## src/rtl/acc_drain_pkg.sv

```systemverilog
// ============================================================================
// Module   : acc_drain_pkg
// Brief    : Shared FP16 constants and drain FSM state encoding.
// Revision : 1.0 - initial release
// ============================================================================
`default_nettype none

package acc_drain_pkg;

    localparam int          FP16_BIAS   = 15;
    localparam logic [15:0] FP16_INF    = 16'h7C00;
    localparam int          FP16_MANT_W = 10;
    localparam int          FP16_EXP_W  = 5;

    typedef enum logic [0:0] {
        IDLE  = 1'b0,
        DRAIN = 1'b1
    } drain_state_t;

endpackage

`default_nettype wire

```

## src/rtl/acc_drain_fp16_fx_to_fp16.sv

```systemverilog
// ============================================================================
// Module   : fx_to_fp16
// Brief    : Combinational signed fixed-point (with 5-bit exponent) to FP16.
//            ACC_DRAIN_RNE_EN selects round-to-nearest-even, else truncation.
// Revision : 1.0 - initial release
// ============================================================================
`default_nettype none

module fx_to_fp16
    import acc_drain_pkg::*;
#(
    parameter int ACC_WIDTH = 32,
    parameter int FRAC_BITS = 10
) (
    input  logic [ACC_WIDTH-1:0] acc,
    input  logic [4:0]           exp,
    output logic [15:0]          fp16
);

    localparam int c_pw = $clog2(ACC_WIDTH);

    logic                   w_sign;
    logic [ACC_WIDTH-1:0]   w_mag;
    logic [ACC_WIDTH-1:0]   w_norm;
    logic [c_pw-1:0]        w_p;
    logic [c_pw-1:0]        w_sh;
    logic [FP16_MANT_W-1:0] w_mant_raw;
    logic [FP16_MANT_W-1:0] w_mant;
    logic                   w_carry;
    logic [11:0]            w_e;
    logic [11:0]            w_e_fin;

    assign w_sign = acc[ACC_WIDTH-1];
    // Unsigned magnitude keeps the most negative value representable.
    assign w_mag  = w_sign ? (-acc) : acc;

    always_comb begin
        w_p = '0;
        for (int i = 0; i < ACC_WIDTH; i++) begin
            if (w_mag[i]) w_p = c_pw'(i);
        end
    end

    // Leading one moved to the MSB; mantissa, guard and sticky follow it.
    assign w_sh       = c_pw'(ACC_WIDTH - 1) - w_p;
    assign w_norm     = w_mag << w_sh;
    assign w_mant_raw = w_norm[ACC_WIDTH-2 -: FP16_MANT_W];
    assign w_e        = 12'(exp) + 12'(w_p) - 12'(FRAC_BITS);

`ifdef ACC_DRAIN_RNE_EN
    logic w_guard;
    logic w_sticky;
    logic w_round_up;
    logic w_unused;

    assign w_guard    = w_norm[ACC_WIDTH-2-FP16_MANT_W];
    assign w_sticky   = |w_norm[ACC_WIDTH-3-FP16_MANT_W:0];
    assign w_round_up = w_guard & (w_sticky | w_mant_raw[0]);
    assign {w_carry, w_mant} = {1'b0, w_mant_raw} + (FP16_MANT_W+1)'(w_round_up);
    assign w_unused   = w_norm[ACC_WIDTH-1];
`else
    logic w_unused;

    assign w_carry  = 1'b0;
    assign w_mant   = w_mant_raw;
    assign w_unused = ^{w_norm[ACC_WIDTH-1], w_norm[ACC_WIDTH-2-FP16_MANT_W:0]};
`endif

    assign w_e_fin = w_e + 12'(w_carry);

    always_comb begin
        fp16 = '0;
        if (w_mag == '0) begin
            fp16 = '0;
        end else if ($signed(w_e_fin) >= 12'sd31) begin
            fp16 = {w_sign, FP16_INF[14:0]};
        end else if ($signed(w_e_fin) <= 12'sd0) begin
            fp16 = '0;
        end else begin
            fp16 = {w_sign, w_e_fin[FP16_EXP_W-1:0], w_mant};
        end
    end

endmodule

`default_nettype wire

```

## src/rtl/acc_drain_fp16.sv

```systemverilog
// ============================================================================
// Module   : acc_drain_fp16
// Brief    : Snapshots the MAC array accumulators on done_in and streams them
//            out as FP16 in row-major order. Option: ACC_DRAIN_RNE_EN.
// Revision : 1.0 - initial release
// ============================================================================
`default_nettype none

module acc_drain_fp16
    import acc_drain_pkg::*;
#(
    parameter int N         = 2,
    parameter int ACC_WIDTH = 32,
    parameter int FRAC_BITS = 10,
    parameter int IDX_W     = (N * N > 1) ? $clog2(N * N) : 1
) (
    input  logic                       clk,
    input  logic                       rst,
    input  logic                       done_in,
    input  logic [N*N*ACC_WIDTH-1:0]   acc_in,
    input  logic [N*N*5-1:0]           exp_in,
    input  logic                       out_ready,
    output logic                       out_valid,
    output logic [15:0]                out_data,
    output logic [IDX_W-1:0]           out_idx,
    output logic                       out_last,
    output logic                       busy,
    output logic                       drop
);

    logic [ACC_WIDTH-1:0] r_acc_snap [N*N];
    logic [4:0]           r_exp_snap [N*N];
    drain_state_t         r_state;
    logic [IDX_W-1:0]     r_idx;
    logic [15:0]          w_fp16;
    logic                 w_take;
    logic                 w_last_accept;
    logic                 w_snap_en;

    fx_to_fp16 #(
        .ACC_WIDTH (ACC_WIDTH),
        .FRAC_BITS (FRAC_BITS)
    ) u_fx_to_fp16 (
        .acc  (r_acc_snap[r_idx]),
        .exp  (r_exp_snap[r_idx]),
        .fp16 (w_fp16)
    );

    assign w_take        = !out_valid || out_ready;
    assign w_last_accept = (r_state == DRAIN) && out_valid && out_last && out_ready;
    // A new tile may be captured in IDLE or on the very cycle the last entry leaves.
    assign w_snap_en     = done_in && ((r_state == IDLE) || w_last_accept);

    always_ff @(posedge clk or negedge rst) begin
        if (!rst) begin
            for (int k = 0; k < N * N; k++) begin
                r_acc_snap[k] <= '0;
                r_exp_snap[k] <= '0;
            end
        end else if (w_snap_en) begin
            for (int k = 0; k < N * N; k++) begin
                r_acc_snap[k] <= acc_in[k*ACC_WIDTH +: ACC_WIDTH];
                r_exp_snap[k] <= exp_in[k*5 +: 5];
            end
        end
    end

    always_ff @(posedge clk or negedge rst) begin
        if (!rst) begin
            r_state   <= IDLE;
            r_idx     <= '0;
            out_valid <= 1'b0;
            out_data  <= '0;
            out_idx   <= '0;
            out_last  <= 1'b0;
            busy      <= 1'b0;
            drop      <= 1'b0;
        end else begin
            case (r_state)
                IDLE: begin
                    if (done_in) begin
                        r_idx   <= '0;
                        r_state <= DRAIN;
                        busy    <= 1'b1;
                    end
                end
                DRAIN: begin
                    if (done_in && !w_last_accept) drop <= 1'b1;
                    if (w_take) begin
                        if (out_valid && out_last) begin
                            out_valid <= 1'b0;
                            out_last  <= 1'b0;
                            if (done_in) begin
                                r_idx <= '0;
                            end else begin
                                r_state <= IDLE;
                                busy    <= 1'b0;
                            end
                        end else begin
                            out_data  <= w_fp16;
                            out_idx   <= r_idx;
                            out_last  <= (r_idx == IDX_W'(N * N - 1));
                            out_valid <= 1'b1;
                            r_idx     <= r_idx + IDX_W'(1);
                        end
                    end
                end
                default: r_state <= IDLE;
            endcase
        end
    end

endmodule

`default_nettype wire
```

## config.mk

```make
export PLATFORM = sky130hd
export DESIGN_NAME = acc_drain_fp16
export DESIGN_NICKNAME = d
export VERILOG_FILES = /design/src/rtl/acc_drain_pkg.sv /design/src/rtl/acc_drain_fp16_fx_to_fp16.sv /design/src/rtl/acc_drain_fp16.sv
export SDC_FILE = /design/constraint.sdc
export NUM_CORES = 1
export LEC_CHECK = 0
export ABC_AREA = 1
export CAP_MARGIN = 0
export CORE_ASPECT_RATIO = 1.75
export CORE_UTILIZATION = 39
export CTS_BUF_LIST = sky130_fd_sc_hd__clkbuf_4 sky130_fd_sc_hd__clkbuf_8 sky130_fd_sc_hd__clkbuf_16
export CTS_CLUSTER_DIAMETER = 200
export DETAILED_ROUTE_END_ITERATION = 10
export DONT_BUFFER_PORTS = 1
export GPL_ROUTABILITY_DRIVEN = 0
export HOLD_SLACK_MARGIN = 0.05
export PLACE_DENSITY = 0.59
export SYNTH_ARGS = -nofsm -noshare
export SYNTH_HDL_FRONTEND = slang
export SYNTH_SLANG_ARGS = --single-unit
```

## constraint.sdc

```tcl
create_clock -name clk -period 5.85 [get_ports clk]
set_input_delay 0.8775 -clock clk [delete_from_list [all_inputs] [get_ports clk]]
set_output_delay 0.8775 -clock clk [all_outputs]
set_load 0.02 [all_outputs]
```

; Word-level counts from Yosys, hierarchy flattened
; Index checks and enable logic that the tools add are counted.
[totals]
output_inout_bits = 22
input_bits = 152
register_bits = 173
wordCells = 104
[op_classes]
eq_ne = 5
bitwise = 3
n_lt_le_gt_ge = 3
n_addsub = 5
n_mux = 56
shift = 1
reduce_logical = 15
[op_table]
columns = op, n
row1 = 32-bit 2-to-1 mux, 3
row2 = 5-bit 2-to-1 mux, 18
row3 = 32-bit binary-select mux with 2-bit select, 1
row4 = 16-bit 2-to-1 mux, 3
row5 = 32-bit zero test, 1
row6 = 4-bit 2-to-1 mux, 8
row7 = 32-bit negator, 1
row8 = 32-bit by 5-bit << shifter with 31-bit output, 1
row9 = "12-bit by 6-bit >= comparator with 1-bit output, second input constant", 1
row10 = "12-bit by 1-bit less-or-equal comparator with 1-bit output, second input constant", 1
row11 = 3-bit 2-to-1 mux, 4
row12 = "12-bit by 4-bit subtractor with 12-bit output, second input constant", 1
row13 = 5-bit binary-select mux with 2-bit select, 1
row14 = 1-bit 2-to-1 mux, 10
row15 = 2-bit 2-to-1 mux, 5
row16 = 5-bit by 5-bit adder with 6-bit output, 1
row17 = 1-bit logical AND, 6
row18 = "5-bit subtractor, first input constant", 1
row19 = "2-bit by 1-bit inequality test with 1-bit output, second input constant", 2
row20 = "2-bit inequality test, second input constant", 2
row21 = 1-bit one-hot mux with 2 select lines, 2
row22 = 2-bit one-hot mux with 2 select lines, 1
row23 = 2-bit AND reduction, 2
row24 = 4-bit AND reduction, 1
row25 = other kinds (8), 11

; Logic depth before layout (Yosys ltp)
[logic_depth]
depth_word = 43
depth_mapped = 59
ltp_nobuf = 57

; Cells and area by module
; Synthesis repeated with hierarchy kept, for this count alone.
[unflattened]
hier_cells = 1636
area_unflattened_um2 = 11198.2
[modules_own_cells]
columns = module, instances, seq_area_each_um2, area_each_um2, cells_each
row1 = acc_drain_fp16, 1, 4329.2, 8141.6, 1022
row2 = fx_to_fp16, 1, 0.0, 3056.7, 614

; Worst setup path before layout
; OpenSTA, ideal clock, no wires.
[synth_path]
path_kind = reg-to-reg
start = register r_idx[0]
end = register out_data[6]
arrival_time_ns = 5.848
slack_ns = -0.118
setup_ns = 0.120
path_stages_with_launch = 42
n_path_buf = 2
required_ns = 5.730
synth_period_minus_slack_ns = 5.968
path_cell_list = dfrtp_1 buf_6 buf_6 nand2_1 nand3_1 nand2_1 ha_1 nand3_4 nor2_4 nand3_2 nand3b_4 or2_4 o31ai_4 a21boi_2 nand2_2 a21oi_2 xor2_1 inv_1 (+6 left out) ha_1 fa_1 xor2_1 inv_1 ha_1 or2_2 nand2_1 inv_1 ha_1 nand3_1 nor2_1 nand3_1 a21oi_1 inv_1 nand3_1 clkinv_1 o21ai_1 nand2_1
[synth_via]
elab_chain_cells = 43
elab_cells_between_ends = 50
classes_between = add/sub (4) / order compare (2) / shift (1) / mux (41) / bitwise (1) / reduce/logical (1)
[synth_rtl]
columns = element, line_no
row1 = start: declaration, acc_drain_fp16.sv:34  ; logic [IDX_W-1:0] r_idx;
row2 = start signal: assignment, acc_drain_fp16.sv:104  ; r_idx <= r_idx + IDX_W'(1);
row3 = 2-bit inverter with 3-bit output (implied by the code) (*), "acc_drain_fp16.sv:44, acc_drain_fp16.sv:45"
row4 = 32-bit binary-select mux with 2-bit select, acc_drain_fp16.sv:44  ; .acc (r_acc_snap[r_idx]),
row5 = 32-bit 2-to-1 mux (implied by the code) (2 in series), acc_drain_fp16.sv:44
row6 = 32-bit negator, acc_drain_fp16_fx_to_fp16.sv:35  ; assign w_mag = w_sign ? (-acc) : acc;
row7 = 32-bit 2-to-1 mux, acc_drain_fp16_fx_to_fp16.sv:35
row8 = 1-bit 2-to-1 mux, acc_drain_fp16_fx_to_fp16.sv:40  ; if (w_mag[i]) w_p = c_pw'(i);
row9 = 2-bit 2-to-1 mux (2 in series), acc_drain_fp16_fx_to_fp16.sv:40
row10 = 3-bit 2-to-1 mux (4 in series), acc_drain_fp16_fx_to_fp16.sv:40
row11 = 4-bit 2-to-1 mux (8 in series), acc_drain_fp16_fx_to_fp16.sv:40
row12 = 5-bit 2-to-1 mux (16 in series), acc_drain_fp16_fx_to_fp16.sv:40
row13 = 5-bit by 5-bit adder with 6-bit output, acc_drain_fp16_fx_to_fp16.sv:48  ; assign w_e = 12'(exp) + 12'(w_p) - 12'(FRAC_BITS);
row14 = 12-bit by 4-bit subtractor with 12-bit output, acc_drain_fp16_fx_to_fp16.sv:48
row15 = 12-bit by 1-bit less-or-equal comparator with 1-bit output, acc_drain_fp16_fx_to_fp16.sv:77  ; end else if ($signed(w_e_fin) <= 12'sd0) begin
row16 = 16-bit 2-to-1 mux, acc_drain_fp16_fx_to_fp16.sv:77
row17 = 16-bit 2-to-1 mux, acc_drain_fp16_fx_to_fp16.sv:75  ; end else if ($signed(w_e_fin) >= 12'sd31) begin
row18 = 16-bit 2-to-1 mux (*), acc_drain_fp16_fx_to_fp16.sv:73  ; if (w_mag == '0) begin
row19 = end signal: assignment, acc_drain_fp16.sv:100  ; out_data <= w_fp16;
row20 = end: declaration, acc_drain_fp16.sv:24  ; output logic [15:0] out_data,
; Every way passes the cells marked *; elsewhere a longest branch is shown, timed or not. The select of a mux whose other input is x is not followed.
; A chain may end at the register's enable or synchronous reset.

; Final worst setup path
[layout_path]
start = register r_idx[0]
end = register out_data[15]
; Same word-level chain as after synthesis.

==> summary.txt <==
Status
  • Status: finished, violations left
  • Failing checks: design-rule violations

Routing
  • Post-DRT Antenna Nets: 0
  • DR WL/cell: about 17 microns
  • Vias/cell: 5.361
  • Iter 0 DRT Violations: a little under 400
  • Residual DRC: 4
  • Initial DRT Pass Iterations: 11
  • Wl on met1: between 10000 and 15000 microns
  • Met3 routed wirelength: around 1200 microns
  • Via count: 8749
  • Routed WL: ~28000 microns
  • Met2 wire length: between 15000 and 20000 microns
  • Highest metal used: met4

Logic synthesis
  • Share of the synthesized area in the top cell type: between 40 and 50%
  • Warnings, synthesis: 0
  • Post-synth top area cell: dfrtp_1
  • Ys flop type: dfrtp_1
  • Count leader, synth: nand2_1
  • Syn Area/Cell: about 8.6 sq um
  • Syn nets: roughly 1400
  • Sequential area share after synthesis: 41.22%
  • Synth top cells by count: 333 x nand2_1, 173 x dfrtp_1, 169 x nand3_1, 146 x mux2_2, 56 x inv_1
  • EDFF count, synth: 0
  • Seq cells post-synth: 173
  • Syn Std Cell Area: 0.01050 sq mm
  • Top post-synthesis cells by area: dfrtp_1 41%, mux2_2 16%, nand2_1 12%
  • Ys async rst share: between 90% and 100%
  • Cell count after synthesis: roughly 1200
  • Post-synth cell types: 54

Finish
  • Filler instances: 2586
  • Total area of multi-input combinational cells: a little under 0.006 sq mm
  • Design area: ~0.012 sq mm
  • Synth-to-Final Area Change: 18.23%
  • Sequential cell area: around 0.0043 sq mm
  • Share of layout cells above drive strength 1: just over 30%
  • Nets@finish: about 1500

Min path
  • HP Class: input pin to async pin

Setup path
  • Critical Path RT: 6.19 ns
  • Crit Path Max Fanout: 7
  • Crit end category: flip-flop
  • Arrival time worst endpoint: between 6 and 7 ns
  • Crit-path most repeated cell: nand2_2
  • Crit path largest cell delay: ~0.42 ns
  • Slowest cell on crit path: dfrtp_2
  • Critical path type: flip-flop to flip-flop
  • CP Launch Type: flip-flop

STA
  • Final setup vio count: 0
  • Max-slew violations: 0
  • Worst-margin pin slew: 0.8618 ns
  • Final min period: about 5.7 ns
  • Clock skew: approximately 0.012 ns
  • Slew headroom: approximately 43%
  • RSZ-0062 raised after global routing: true
  • Final hold violation count: 0
  • Achievable Freq: approximately 180 MHz
  • Final period util: just under 100%

CTS
  • CTS Buf Count: 17
  • CTS root buffer: clkbuf_16
  • H-Tree Depth: 4
  • CTS Buffer Depth: 2
  • Later-pin clock latency in the skew report: 0.45 ns
  • TritonCTS clock tree: done
  • Clock transition at path regs: about 0.07 ns
  • CTS sink cnt: approximately 170
  • Hold Buf Count CTS: 0

Floorplanning
  • Chip width: ~130 microns
  • Die area: ~0.028 sq mm
  • Initial Util: between 30% and 40%
  • Top-level port count: ~170
  • Core footprint: 0.02649 sq mm
  • Num rows: 79
  • DIE HEIGHT: between 200 and 250 microns

Global route
  • Largest net degree at the start of global routing: ~170
  • First-pass GRT wire length: 43040 microns
  • Vias in the first global route: 8469
  • GRT Util Overall: approximately a fifth
  • Gr ovfl total: 0
  • Initial antenna violation count: 4

Job
  • Max_cap viols: 0

Place
  • DP Area: 0.01132 sq mm
  • DP HPWL: just over 20000 microns
  • Number of port buffers: 0
==> state kept, by name (all words and copies together), names as in the netlist <==
name	count
out_data	16
r_idx	2
r_acc_snap	128
drop	1
out_valid	1
out_last	1
r_exp_snap	20
out_idx	2
busy	1
r_state	1
==> metrics by stage <==
stage	hold WS, ns	utilization (%)	worst slack, ns	instances	TNS, ns
2_1_floorplan	0.4739	-	0.003481	1216	0
3_3_place_gp	0.4823	42.73	-0.1140	1570	-0.7469
3_5_place_dp	0.4878	42.73	-0.2960	1570	-2.692
4_1_cts	0.08537	45.38	0.001779	1612	0
5_1_grt	0.08421	46.85	-0.2701	1630	-3.336
6_report	0.1116	46.87	0.1540	1632	0
==> area by class of cell <==
cell class                 instances  share of cell area [%]
multi-input combinational        911                   46.70
sequential                       173                   34.89
timing repair buffer             119                   8.193
clock buffer                      19                   3.547
tap                              324                   3.265
inverter                          66                   2.177
clock inverter                    13                   1.038
antenna                            6                  0.1209
timing repair inverter             1                 0.07054
==> worst max-delay path: cells and delay by family, from the launching register on <==
kind	cells	cell delay [ns]
simple gates	17	2.01
compound gates	6	1.23
buf+inv	8	0.97
fa+ha+maj	3	0.67
flops	1	0.42
xor+xnor	2	0.27
==> repair_timing <==
action,in CTS,in global routing
setup buffers,10,11
setup endpoints to repair,14,16
pin swaps,6,38
gates cloned,0,3
resized for setup,15,65
==> per-layer routing <==
layer | up-vias | global-route usage [%]
met4 | 0 | 10.36
met5 | - | 0
li1 | 4261 | -
met3 | 59 | 5.168
met2 | 218 | 35.89
met1 | 4211 | 21.44
==> path summary, 6_finish.rpt <==
path	startpoint	end	slack [ns]	cells after the start
setup reg to reg	r_idx[0]	out_data[15]	0.15	36
setup / recovery	r_idx[0]	out_data[15]	0.15	36
hold / removal	rst	busy	0.11	0
hold reg to reg	r_acc_snap[45]	r_acc_snap[45]	0.50	1
min in group clk	r_acc_snap[45]	r_acc_snap[45]	0.50	1
max in group asynchronous	rst	r_acc_snap[58]	5.37	0
==> placed cells by master, fill, tap and decap left out, drive strengths merged, types with 2 or more instances in the layout <==
cell type / Yosys / routed
a32oi: 5 / 5
nand3: 180 / 180
nand3b: 5 / 5
o41ai: 2 / 2
o21ai: 35 / 35
nor3: 3 / 3
xnor2: 13 / 13
clkbuf: 20 / 21
nand4: 4 / 4
buf: 46 / 117
and2: 2 / 2
inv: 65 / 71
a32o: 20 / 20
mux2: 146 / 146
a31oi: 2 / 2
nor2: 54 / 54
a21boi: 2 / 2
xor2: 16 / 16
clkinvlp: 0 / 3
nand2: 344 / 344
o21bai: 2 / 2
o22ai: 5 / 5
diode: 0 / 6
clkinv: 1 / 5
or2: 3 / 3
ha: 9 / 9
dfrtp: 173 / 173
a21oi: 50 / 50
==> cells by family (layout without fill, tap and decap cells) <==
| kind of cell | Yosys count | after routing | share of synthesized area (%) |
|---|---|---|---|
| AND/OR/NAND/NOR | 597 | 597 | 25.22 |
| flip-flops | 173 | 173 | 41.22 |
| multiplexers | 146 | 146 | 15.66 |
| buffers and inverters | 132 | 218 | 6.160 |
| AO/OA/AOI/OAI | 129 | 129 | 7.983 |
| XOR/XNOR | 29 | 29 | 2.490 |
| adder cells (fa/ha/maj) | 10 | 10 | 1.263 |
| other | 0 | 6 | 0 |
Power is left out: the tool's default activity adds up to more than one toggle a clock period on the data nets, which glitch-free logic cannot reach.
==> RTL edit 1, RTL diff (same settings) <==
Make the reset (`rst`) synchronous in 2 clocked blocks.
--- a/src/rtl/acc_drain_fp16.sv
+++ b/src/rtl/acc_drain_fp16.sv
@@ -52,5 +52,5 @@
     assign w_snap_en     = done_in && ((r_state == IDLE) || w_last_accept);
 
-    always_ff @(posedge clk or negedge rst) begin
+    always_ff @(posedge clk) begin
         if (!rst) begin
             for (int k = 0; k < N * N; k++) begin
@@ -66,5 +66,5 @@
     end
 
-    always_ff @(posedge clk or negedge rst) begin
+    always_ff @(posedge clk) begin
         if (!rst) begin
             r_state   <= IDLE;
Behaviour: differs if rst is asserted again (counterexample within 4 cycles, from zero or initial values and one cycle with rst low); with rst held inactive, the same outputs for 4 cycles.
==> RTL edit 1 against the original RTL <==
  * Final cell count increased by 10%
  * Final area increased by 2.4%
  * Synthesized cell count grew 13%
  * Worst setup slack better by 14 ps
  * Area after synthesis is 0.26% higher
  * Via count rose by 3.8%
  * Wire length decreased by 5.3%
  * Sequential cell count grew 2
  * Critical path type unchanged
  * Critical endpoint is now out_data[10]
Power is left out: it rests on default switching activity, and per cell area and clock period it moved more than threefold.
==> RTL edit 1: results (changes against the original RTL) <==
[status]
outcome=finished clean

[finish]
diode_insertion_count_for_antenna_repair=0  ; -6
layout-drive-gt1-share_pct=17.9  ; -13 points
filler_cell_count=2548  ; -1.5%
nets=1626  ; +12%

[global_route]
use_met2_pct=35.3  ; -0.59 points
grt.met3_usage_pct=3.12  ; -2.0 points
grt_first_pass_wirelength_um=41300  ; -4.0%
number_of_global_route_vias_before_repair=8443  ; -0.31%
grt.total_usage_pct=19.3  ; -0.73 points
number_of_antenna_violations_at_the_first_check_in_global_routing=0  ; -4

[worst_setup_path]
cpPeakStageDelay_ps=390  ; -30 ps
worst-endpoint-arrival_ps=5990  ; -50 ps
critPathSlowestCell=sky130_fd_sc_hd__dfxtp_4
worst_r2r_path_depth=41  ; +14%

[synthesis]
synth_compound_gate_area_share_pct=7.74  ; -0.25 points
yosys.area_share.adder_pct=1.26  ; -0.0033 points
area_share_of_xor_xnor_cells_in_the_synthesized_design_pct=2.32  ; -0.17 points
dominant_cells_by_area_after_synthesis=sky130_fd_sc_hd__edfxtp_1 (42%), sky130_fd_sc_hd__nand2_1 (11%), sky130_fd_sc_hd__nand3_1 (9.1%), sky130_fd_sc_hd__inv_1 (7.5%), sky130_fd_sc_hd__nor2_1 (7.2%)
synth_nets=1540  ; +12%
netlist_instances=1378  ; +13%
synthMuxAreaShare_pct=0  ; -16 points
synth_largest_area_cell=sky130_fd_sc_hd__edfxtp_1
synth_cell_type_count=48  ; -11%
synth-async-reset-ratio_pct=0  ; -100 points
synth_edf_count=148  ; +148
synth.top_cells.by_count=sky130_fd_sc_hd__nand2_1 (317), sky130_fd_sc_hd__inv_1 (209), sky130_fd_sc_hd__nor2_1 (203), sky130_fd_sc_hd__nand3_1 (192), sky130_fd_sc_hd__edfxtp_1 (148)

[routing]
totalWireLength_um=26400  ; -5.3%
drt-wirelength-per-cell_um=14.7  ; -14%
met1_length_um=10200  ; -1.0%
detailed_routed_wire_length_on_met3_um=847  ; -32%
drc_violation_total_after_the_first_tritonroute_iteration=520  ; +31%
num_vias=9078  ; +3.8%
dr_wl_met2_um=14400  ; -6.1%
drt_pass_1_iters=5  ; -6

[place]
placement.cell_area_um2=11600  ; +2.1%
preCtsSetupSlack_ps=-251  ; +45.1 ps
hpwl_um=19400  ; -5.1%
post-place-cells=1741  ; +11%

[clock_tree]
cts_post_setup_buffers_inserted=9  ; -1
cts.repair.resized=21  ; +6
clock_insertion_delay_worst_skew_ps=450  ; about the same

[sta]
skew_final_ps=13.1  ; +1.19 ps
fin_hold_ws_ps=507  ; +395 ps
tightest_slew_ps=892  ; +29.8 ps

[min_path]
holdCritPathClass=flop to flop

[RTL edit 1: cell count changes after synthesis, sizes merged, moves of 6 or more]
cell | unedited run | this run
buf | 46 | 40
dfrtp | 173 | 0
dfxtp | 0 | 27
edfxtp | 0 | 148
inv | 65 | 217
mux2 | 146 | 0
nand2 | 344 | 323
nand3 | 180 | 194
nor2 | 54 | 207
o21ai | 35 | 44
[RTL edit 1: cells by family after synthesis]
family | Yosys count
AO/OA/AOI/OAI | 135
buffers and inverters | 282
flip-flops | 175
adder cells (fa/ha/maj) | 10
AND/OR/NAND/NOR | 749
XOR/XNOR | 27
[RTL edit 1: area by class of cell]
cell class | count | share of cell area (%)
sequential | 175 | 39.3
multi-input combinational | 921 | 37.7
timing repair buffer | 131 | 8.95
inverter | 217 | 6.52
clock buffer | 19 | 3.46
tap | 324 | 3.19
clock inverter | 13 | 0.895
timing repair inverter | 1 | 0.0492
==> RTL edit 2, RTL diff (config.mk and constraints unchanged) <==
Made on the original files. The option `ACC_DRAIN_RNE_EN` is turned on by a define.
--- a/src/rtl/acc_drain_fp16_fx_to_fp16.sv
+++ b/src/rtl/acc_drain_fp16_fx_to_fp16.sv
@@ -6,4 +6,6 @@
 // ============================================================================
 `default_nettype none
+
+`define ACC_DRAIN_RNE_EN
 
 module fx_to_fp16
Behaviour: not the same (Yosys sat finds a counterexample within 4 cycles, from zero or initial values and one cycle with rst low).
==> RTL edit 2 against the original RTL <==
  * Sequential cell count is the same
  * Final area grew 17%
  * Highest routed layer unchanged
  * The run ends with setup timing left
  * Non-clock buffer count grew 124
  * Maximum frequency shrank 12%
  * Area after synthesis grew 5.7%
  * Wire length grew 8.7%
  * Utilization grew 5.1 points
  * Worst hold slack gained 13 ps
  * Sequential share of layout area shrank 5.1 points
  * Final cell count grew 17%
  * Worst setup slack lost 790 ps
Power is not shown: default switching activity piles up to over one toggle a cycle in this logic, so the estimate is an artifact.
==> RTL edit 2: results (changes against the original RTL) <==
[routing]
dr_wl_met2_um=16700  ; +8.5%
detail_route.vias_per_cell=5.12  ; -4.5%
drt_pass_1_iters=5  ; -6

[sta]
setup_violations=16  ; +16
slew_headroom_pct=29.2  ; -13 points
layout_setup_ws_ps=-636  ; -790 ps
fin_hold_ws_ps=124  ; +12.7 ps
skew_final_ps=9.19  ; -2.74 ps

[global_route]
use_met1_pct=23.2  ; +1.7 points
grt.met3_usage_pct=3.49  ; -1.7 points
number_of_antenna_violations_at_the_first_check_in_global_routing=1  ; -3
grt.total_usage_pct=21.5  ; +1.5 points
number_of_global_route_vias_before_repair=9997  ; +18%

[finish]
area_growth_pct=30.8
nets=1693  ; +17%

[synthesis]
synth_compound_gate_area_share_pct=8.20  ; +0.21 points
synth_cell_type_count=56  ; +3.7%
avgSynthCellArea_um2=8.32  ; -3.7%
dominant_cells_by_area_after_synthesis=sky130_fd_sc_hd__dfrtp_1 (39%), sky130_fd_sc_hd__mux2_2 (15%), sky130_fd_sc_hd__nand2_1 (13%), sky130_fd_sc_hd__nand3_1 (6.7%), sky130_fd_sc_hd__inv_1 (2.3%)
synthMuxAreaShare_pct=14.5  ; -1.1 points

[place]
post-place-cells=1839  ; +17%

[status]
outcome=complete, but fails checks
failed_checks=setup timing

[worst_setup_path]
cpPeakStageDelay_ps=440  ; +20 ps
setup.worst_path.end=out_data[9]
crit_path_max_fanout=25  ; +18
worst_r2r_path_depth=56  ; +56%

## RTL edit 2: changes by cell type after synthesis, moves of 7 or more
cell                      delta
sky130_fd_sc_hd__nand2_1    +48
sky130_fd_sc_hd__nand3_1    -20
sky130_fd_sc_hd__o21ai_1    +18
sky130_fd_sc_hd__nor2_1     +16
sky130_fd_sc_hd__inv_1      +12
sky130_fd_sc_hd__nand2_2     +9
sky130_fd_sc_hd__nor2_2      +9
sky130_fd_sc_hd__a21oi_1     -7
## RTL edit 2: what timing repair did
action,CTS,global route
pin swaps,38,47
buffers inserted,26,11
hold buffers,0,0
gates cloned,9,0
endpoints found under the setup margin,16,16
resized for setup,98,68
## RTL edit 2: cell type report
cell class                 count  area share (%)
inverter                      82            2.21
sequential                   173            29.8
timing repair buffer         243            14.5
multi-input combinational   1012            46.2
antenna                        1          0.0172
tap                          373            3.21
clock inverter                11           0.732
timing repair inverter         1          0.0431
clock buffer                  21            3.27
